**src/rtl/golden_mon_pkg.sv**
```systemverilog
// Shared types and constants for the golden logic monitor.
package golden_mon_pkg;

  typedef enum logic [1:0] {
    IDLE    = 2'd0,
    MONITOR = 2'd1,
    ALARM   = 2'd2
  } state_e;

  localparam int unsigned IDX_E = 0;
  localparam int unsigned IDX_F = 1;
  localparam int unsigned IDX_G = 2;
  localparam int unsigned IDX_H = 3;

endpackage

```
**src/rtl/golden_logic_ref.sv**
```systemverilog
// Combinational W-bit golden gate network: e, f, g, h evaluated bit-parallel.
module golden_logic_ref #(
  parameter int unsigned W = 8
) (
  input  logic [W-1:0] a,
  input  logic [W-1:0] b,
  input  logic [W-1:0] c,
  output logic [W-1:0] e,
  output logic [W-1:0] f,
  output logic [W-1:0] g,
  output logic [W-1:0] h
);

  always_comb begin
    e = a & b;
    f = a | c;
    g = ~c;
    h = ((a & b) | ((a | c) & ~c)) & c;
  end

endmodule

```
**src/rtl/golden_logic_monitor.sv**
```systemverilog
// Two-stage golden-vs-suspect comparator with arm/monitor/alarm FSM and mismatch counter.
// Optional first-failure capture ports are enabled by defining GOLDEN_MON_FIRST_FAIL_EN.
module golden_logic_monitor
  import golden_mon_pkg::*;
#(
  parameter int unsigned W            = 8,
  parameter int unsigned CNT_W        = 16,
  parameter int unsigned ALARM_THRESH = 4
) (
  input  logic               clk,
  input  logic               rst,
  input  logic               start,
  input  logic               clear,
  input  logic               in_valid,
  input  logic [W-1:0]       a,
  input  logic [W-1:0]       b,
  input  logic [W-1:0]       c,
  input  logic [W-1:0]       dut_e,
  input  logic [W-1:0]       dut_f,
  input  logic [W-1:0]       dut_g,
  input  logic [W-1:0]       dut_h,
  output logic               ref_valid,
  output logic [W-1:0]       ref_e,
  output logic [W-1:0]       ref_f,
  output logic [W-1:0]       ref_g,
  output logic [W-1:0]       ref_h,
  output logic               mismatch,
  output logic [3:0]         mismatch_sel,
  output logic [CNT_W-1:0]   mismatch_cnt,
  output logic [1:0]         state,
  output logic               alarm
`ifdef GOLDEN_MON_FIRST_FAIL_EN
  ,
  output logic [3:0]         first_fail_sel,
  output logic [3*W-1:0]     first_fail_abc
`endif
);

  localparam logic [CNT_W-1:0] CntMax = '1;

  // Stage 1: capture stimulus and suspect outputs
  logic         s1_valid;
  logic [W-1:0] s1_a, s1_b, s1_c;
  logic [W-1:0] s1_dut_e, s1_dut_f, s1_dut_g, s1_dut_h;

  always_ff @(posedge clk or posedge rst) begin
    if (rst) begin
      s1_valid <= 1'b0;
      s1_a     <= '0;
      s1_b     <= '0;
      s1_c     <= '0;
      s1_dut_e <= '0;
      s1_dut_f <= '0;
      s1_dut_g <= '0;
      s1_dut_h <= '0;
    end else begin
      s1_valid <= in_valid & ~clear;
      s1_a     <= a;
      s1_b     <= b;
      s1_c     <= c;
      s1_dut_e <= dut_e;
      s1_dut_f <= dut_f;
      s1_dut_g <= dut_g;
      s1_dut_h <= dut_h;
    end
  end

  // Stage 2: golden evaluation and per-output compare
  logic [W-1:0] gold_e, gold_f, gold_g, gold_h;
  logic [3:0]   sel_d;
  logic         s2_valid_d;

  golden_logic_ref #(
    .W(W)
  ) u_ref (
    .a(s1_a),
    .b(s1_b),
    .c(s1_c),
    .e(gold_e),
    .f(gold_f),
    .g(gold_g),
    .h(gold_h)
  );

  always_comb begin
    s2_valid_d   = s1_valid & ~clear;
    sel_d        = '0;
    sel_d[IDX_E] = |(gold_e ^ s1_dut_e);
    sel_d[IDX_F] = |(gold_f ^ s1_dut_f);
    sel_d[IDX_G] = |(gold_g ^ s1_dut_g);
    sel_d[IDX_H] = |(gold_h ^ s1_dut_h);
  end

  always_ff @(posedge clk or posedge rst) begin
    if (rst) begin
      ref_valid    <= 1'b0;
      ref_e        <= '0;
      ref_f        <= '0;
      ref_g        <= '0;
      ref_h        <= '0;
      mismatch     <= 1'b0;
      mismatch_sel <= '0;
    end else begin
      ref_valid    <= s2_valid_d;
      ref_e        <= gold_e;
      ref_f        <= gold_f;
      ref_g        <= gold_g;
      ref_h        <= gold_h;
      // Flags are zeroed for invalid slots so a stale compare never looks live
      mismatch     <= s2_valid_d & (|sel_d);
      mismatch_sel <= s2_valid_d ? sel_d : 4'b0000;
    end
  end

  // Control FSM and saturating counter
  state_e           state_q;
  logic             count_en;
  logic [CNT_W-1:0] cnt_inc;

  always_comb begin
    count_en = ref_valid & mismatch & ~clear & ((state_q == MONITOR) | (state_q == ALARM));
    cnt_inc  = (mismatch_cnt == CntMax) ? mismatch_cnt : mismatch_cnt + CNT_W'(1);
  end

  always_ff @(posedge clk or posedge rst) begin
    if (rst) begin
      state_q      <= IDLE;
      mismatch_cnt <= '0;
      alarm        <= 1'b0;
    end else if (clear) begin
      state_q      <= IDLE;
      mismatch_cnt <= '0;
      alarm        <= 1'b0;
    end else begin
      unique case (state_q)
        IDLE: begin
          if (start) begin
            state_q      <= MONITOR;
            mismatch_cnt <= '0;
          end
        end
        MONITOR: begin
          if (count_en) begin
            mismatch_cnt <= cnt_inc;
            if (cnt_inc == CNT_W'(ALARM_THRESH)) begin
              state_q <= ALARM;
              alarm   <= 1'b1;
            end
          end
        end
        ALARM: begin
          alarm <= 1'b1;
          if (count_en) mismatch_cnt <= cnt_inc;
        end
        default: begin
          state_q <= IDLE;
          alarm   <= 1'b0;
        end
      endcase
    end
  end

  assign state = state_q;

`ifdef GOLDEN_MON_FIRST_FAIL_EN
  // Stimulus travels alongside stage 2 so a counted mismatch can be traced back
  logic [3*W-1:0] s2_abc;
  logic           ff_done;

  always_ff @(posedge clk or posedge rst) begin
    if (rst) begin
      s2_abc         <= '0;
      ff_done        <= 1'b0;
      first_fail_sel <= '0;
      first_fail_abc <= '0;
    end else begin
      s2_abc <= {s1_a, s1_b, s1_c};
      if (clear || (state_q == IDLE && start)) begin
        ff_done        <= 1'b0;
        first_fail_sel <= '0;
        first_fail_abc <= '0;
      end else if (count_en && !ff_done) begin
        ff_done        <= 1'b1;
        first_fail_sel <= mismatch_sel;
        first_fail_abc <= s2_abc;
      end
    end
  end
`endif

endmodule
```
**config.mk**
```make
export PLATFORM = sky130hd
export DESIGN_NAME = golden_logic_monitor
export DESIGN_NICKNAME = d
export VERILOG_FILES = /design/src/rtl/golden_mon_pkg.sv /design/src/rtl/golden_logic_ref.sv /design/src/rtl/golden_logic_monitor.sv
export SDC_FILE = /design/constraint.sdc
export NUM_CORES = 1
export LEC_CHECK = 0
export ABC_AREA = 1
export BUFFER_PORTS_ARGS = -buffer_cell sky130_fd_sc_hd__buf_2
export CAP_MARGIN = 20
export CORE_AREA = 2 2 126 128
export DETAILED_ROUTE_END_ITERATION = 12
export DIE_AREA = 0 0 128 130
export GPL_ROUTABILITY_DRIVEN = 1
export MAX_ROUTING_LAYER = met4
export SYNTH_ARGS = -nofsm -noshare
export SYNTH_HDL_FRONTEND = slang
export SYNTH_HIERARCHICAL = 1
export SYNTH_SLANG_ARGS = --single-unit
```
**constraint.sdc**
```tcl
create_clock -name clk -period 5.05 [get_ports clk]
set_clock_uncertainty 0.2 [all_clocks]
set_input_delay 0.505 -clock clk [delete_from_list [all_inputs] [get_ports clk]]
set_output_delay 0.505 -clock clk [all_outputs]
set_load 0.01 [all_outputs]
```
==> key figures <==
Synth
  – Synth Cell Area: around 4400 sq um
  – Post-synthesis cell count: approximately 400
  – Yosys cell types: 28
  – Syn avg cell area: 11.0 sq um
  – Syn Nets: 464
  – YS warnings: 6
  – Post-synthesis sequential area ratio: 0.652
  – Yosys reg bits: ~110

Global route
  – Vias in the first global route: between 3000 and 4000
  – Gr ovfl total: 0
  – First-pass GRT wire length: 17800 um
  – Initial antenna violation count: 0
  – Largest net degree at the start of global routing: 76
  – Gr usage total: 0.144

Timing
  – Fin crit period: 2510 ps
  – Final period utilization: 0.497
  – Unrepaired setup endpoints after global routing: no
  – Final hold slack: 76.2 ps
  – Setup violators final: 0
  – Worst relative slew slack: 0.427
  – Final Hold Fails: 0
  – Fmax: between 300 and 400 MHz
  – Sum Neg Setup Slack: 0 ps
  – Fin. max-slew vios: 0
  – Actual slew at the worst max-slew pin: roughly 860 ps

Route
  – M1 wire length: 4420 um
  – Drc violations: 0
  – Vias per cell: between 4 and 5
  – DR iter-0 viols: between 200 and 250
  – Final ANT Viol Nets: 0
  – Final WL: around 11000 um
  – Wire per inst: between 10 and 15 um
  – Met2 routed WL: 5650 um
  – Routed via count: 3411
  – Top layer in use: met4
  – Metal3 WL: around 480 um
  – First drt pass iteration count: 5

Clocking
  – CTS tree: done
  – CTS Root Cell: clkbuf_16
  – Clock sink count: between 100 and 150
  – Insertion delay to the later sink of the worst-skew pair: ~400 ps
  – Clk buf depth: 2
  – Reg clk slew, reported paths: roughly 50 ps
  – Htree depth: 4
  – # Post-CTS Setup Buffers: 0
  – CTS-repair resized insts: 0
  – Num CTS Buffers: 17

Worst setup path
  – WP data arrival: roughly 2600 ps
  – WP buf/inv: 1
  – Stages on worst setup path: 13
  – Critical path class: flip-flop to flip-flop
  – Top cell by count, worst path: nand2_1
  – Reg-to-reg slack, setup: between 2000 and 3000 ps
  – Critical Path Fanout Max: 12
  – Crit. End Element: flip-flop
  – CP cell instances: ha_1 > nand3_2 > inv_2 > nand2_4 > nor2_8 > xor2_1 > nand3_1 > nor2_1 > nand2_1 > nand2_2 > nand2_2 > nand2_1 > nand2_1
  – CP max-delay cell: dfrtp_1
  – Path depth of the worst reg2reg path: 13
  – Worst stage delay on the critical path: ~490 ps
  – Critical path launch point type: flip-flop
  – Critical Path RT: 5140 ps
  – Largest delay contributor family on the critical path: simple AND/OR/NAND/NOR gates

Floorplanning
  – Chip Width: between 100 and 150 um
  – Row count: 46
  – Core Area: 15400 sq um
  – I/O Pins: 118
  – Die Area: approximately 17000 sq um
  – Initial Utilization: 0.284
  – Die height: around 130 um

Final layout
  – Non-Filler Instances: 794
  – Final #Nets: between 600 and 700
  – Share of layout cells above drive strength 1: 0.269
  – Area Growth Syn to Fin: 44.9%
  – Final antenna diode count: 0

Power
  – Leakage: 0.00310 uW
  – PwrDens: slightly below 400 nW/um^2
  – Final Power: roughly 2500 uW
  – Peak VDD IR: 0.287 mV

Outcome
  – Outcome: finished, final reports clean

Placed design
  – Port buffer count: between 100 and 150
  – Routability cong.: 0.840
  – Dpl hpwl: 7590 um
  – Placed Cells incl. Taps: between 700 and 800

Hold path
  – Hold WC Path Type: input pin to asynchronous set/reset pin

Run
  – Max capacitance violation total: 0
==> where the power goes <==
group          total (uW)  leakage, uW  internal [uW]  switching, uW
Combinational         292      0.00142            125            167
Sequential            992      0.00140            963           28.6
Clock                1170     0.000282            750            418
==> cell type report <==
| type | count | area [sq um] |
|---|---|---|
| fillers | 1470 | 9080 |
| multi-input cells | 228 | 1290 |
| inverters | 54 | 205 |
| well taps | 192 | 240 |
| clock buffers | 19 | 453 |
| repair buffers | 175 | 1160 |
| clock inverters | 12 | 133 |
| flip-flops and latches | 114 | 2850 |
==> Yosys cell counts <==
library cell,number,area share
a211oi_1,1,0.0017
a31oi_1,1,0.0014
a41oi_1,1,0.0020
buf_12,1,0.0046
buf_2,1,0.0011
clkinv_1,1,0.00086
dfrtp_1,114,0.65
ha_1,5,0.014
inv_1,52,0.045
inv_2,1,0.00086
nand2_1,49,0.042
nand2_2,4,0.0057
nand2_4,1,0.0026
nand3_1,29,0.033
nand3_2,1,0.0023
nand4_1,14,0.020
nor2_1,47,0.040
nor2_2,1,0.0014
nor2_4,1,0.0026
nor2_8,1,0.0046
nor3_1,4,0.0046
o21a_1,1,0.0017
o21ai_0,11,0.013
o21ai_2,1,0.0020
o22ai_1,8,0.011
or2_1,8,0.011
xnor2_1,33,0.066
xor2_1,6,0.012
==> layer usage <==
layer	track usage	vias to the layer above
met2	0.244	98
li1	-	1646
met1	0.162	1650
met3	0.0451	17
met4	0.0524	0
met5	-	-
==> cells in the final DEF, fill, tap and decap left out, types with 2 or more instances in the layout <==
cell,Yosys,final
buf_2,1,117
dfrtp_1,114,114
dlygate4sd3_1,0,56
inv_1,52,51
nand2_1,49,49
nor2_1,47,47
xnor2_1,33,33
nand3_1,29,29
clkbuf_16,0,17
nand4_1,14,14
o21ai_0,11,11
o22ai_1,8,8
or2_1,8,8
xor2_1,6,6
ha_1,5,5
nand2_2,4,4
nor3_1,4,4
clkinvlp_4,0,3
clkinv_2,0,3
clkbuf_8,0,2
inv_6,0,2
clkinv_4,0,2
bufinv_16,0,2
buf_4,0,2
==> what timing repair did <==
action,CTS,global route
endpoints found under the hold margin,56,0
hold buffers,56,0
endpoints found under the setup margin,0,0
==> sequential cells by signal, indices dropped and copies added, names as in the netlist, 4 cells and up <==
| name | flops |
|---|---|
| s1_a | 8 |
| ref_f | 8 |
| mismatch_sel | 4 |
| s1_dut_e | 8 |
| s1_b | 8 |
| s1_dut_h | 8 |
| ref_h | 8 |
| ref_g | 8 |
| ref_e | 8 |
| mismatch_cnt | 16 |
| s1_dut_g | 8 |
| s1_dut_f | 8 |
| s1_c | 8 |
==> logic make-up after synthesis <==
kind of cell	Yosys count	synth area share
buffers and inverters	56	0.0520
XOR/XNOR	39	0.0781
flip-flops	114	0.652
AND/OR/NAND/NOR	160	0.171
AO/OA/AOI/OAI	24	0.0329
adder cells (fa/ha/maj)	5	0.0143
==> metrics by stage <==
step	cell area, sq um	util	setup WS (ps)
after global placement	5190	0.337	2690
after CTS	6340	0.411	2550
final	6340	0.411	2540
after floorplan	4380	-	1330
after detailed placement	5190	0.337	2560
after global routing	6340	0.411	2290
==> path summary, 6_finish.rpt <==
| check | start | endpoint |
|---|---|---|
| max | mismatch_cnt[0]$_DFFE_PP0P_ | state[0]$_DFFE_PP0P_ |
| min | rst | ref_g[7]$_DFF_PP0_ |
| max reg2reg | mismatch_cnt[0]$_DFFE_PP0P_ | state[0]$_DFFE_PP0P_ |
| min reg2reg | s1_c[2]$_DFF_PP0_ | ref_g[2]$_DFF_PP0_ |
| max in group asynchronous | rst | mismatch_cnt[0]$_DFFE_PP0P_ |
| min in group clk | in_valid | s1_valid$_DFF_PP0_ |
(Power assumes the default switching activity.)
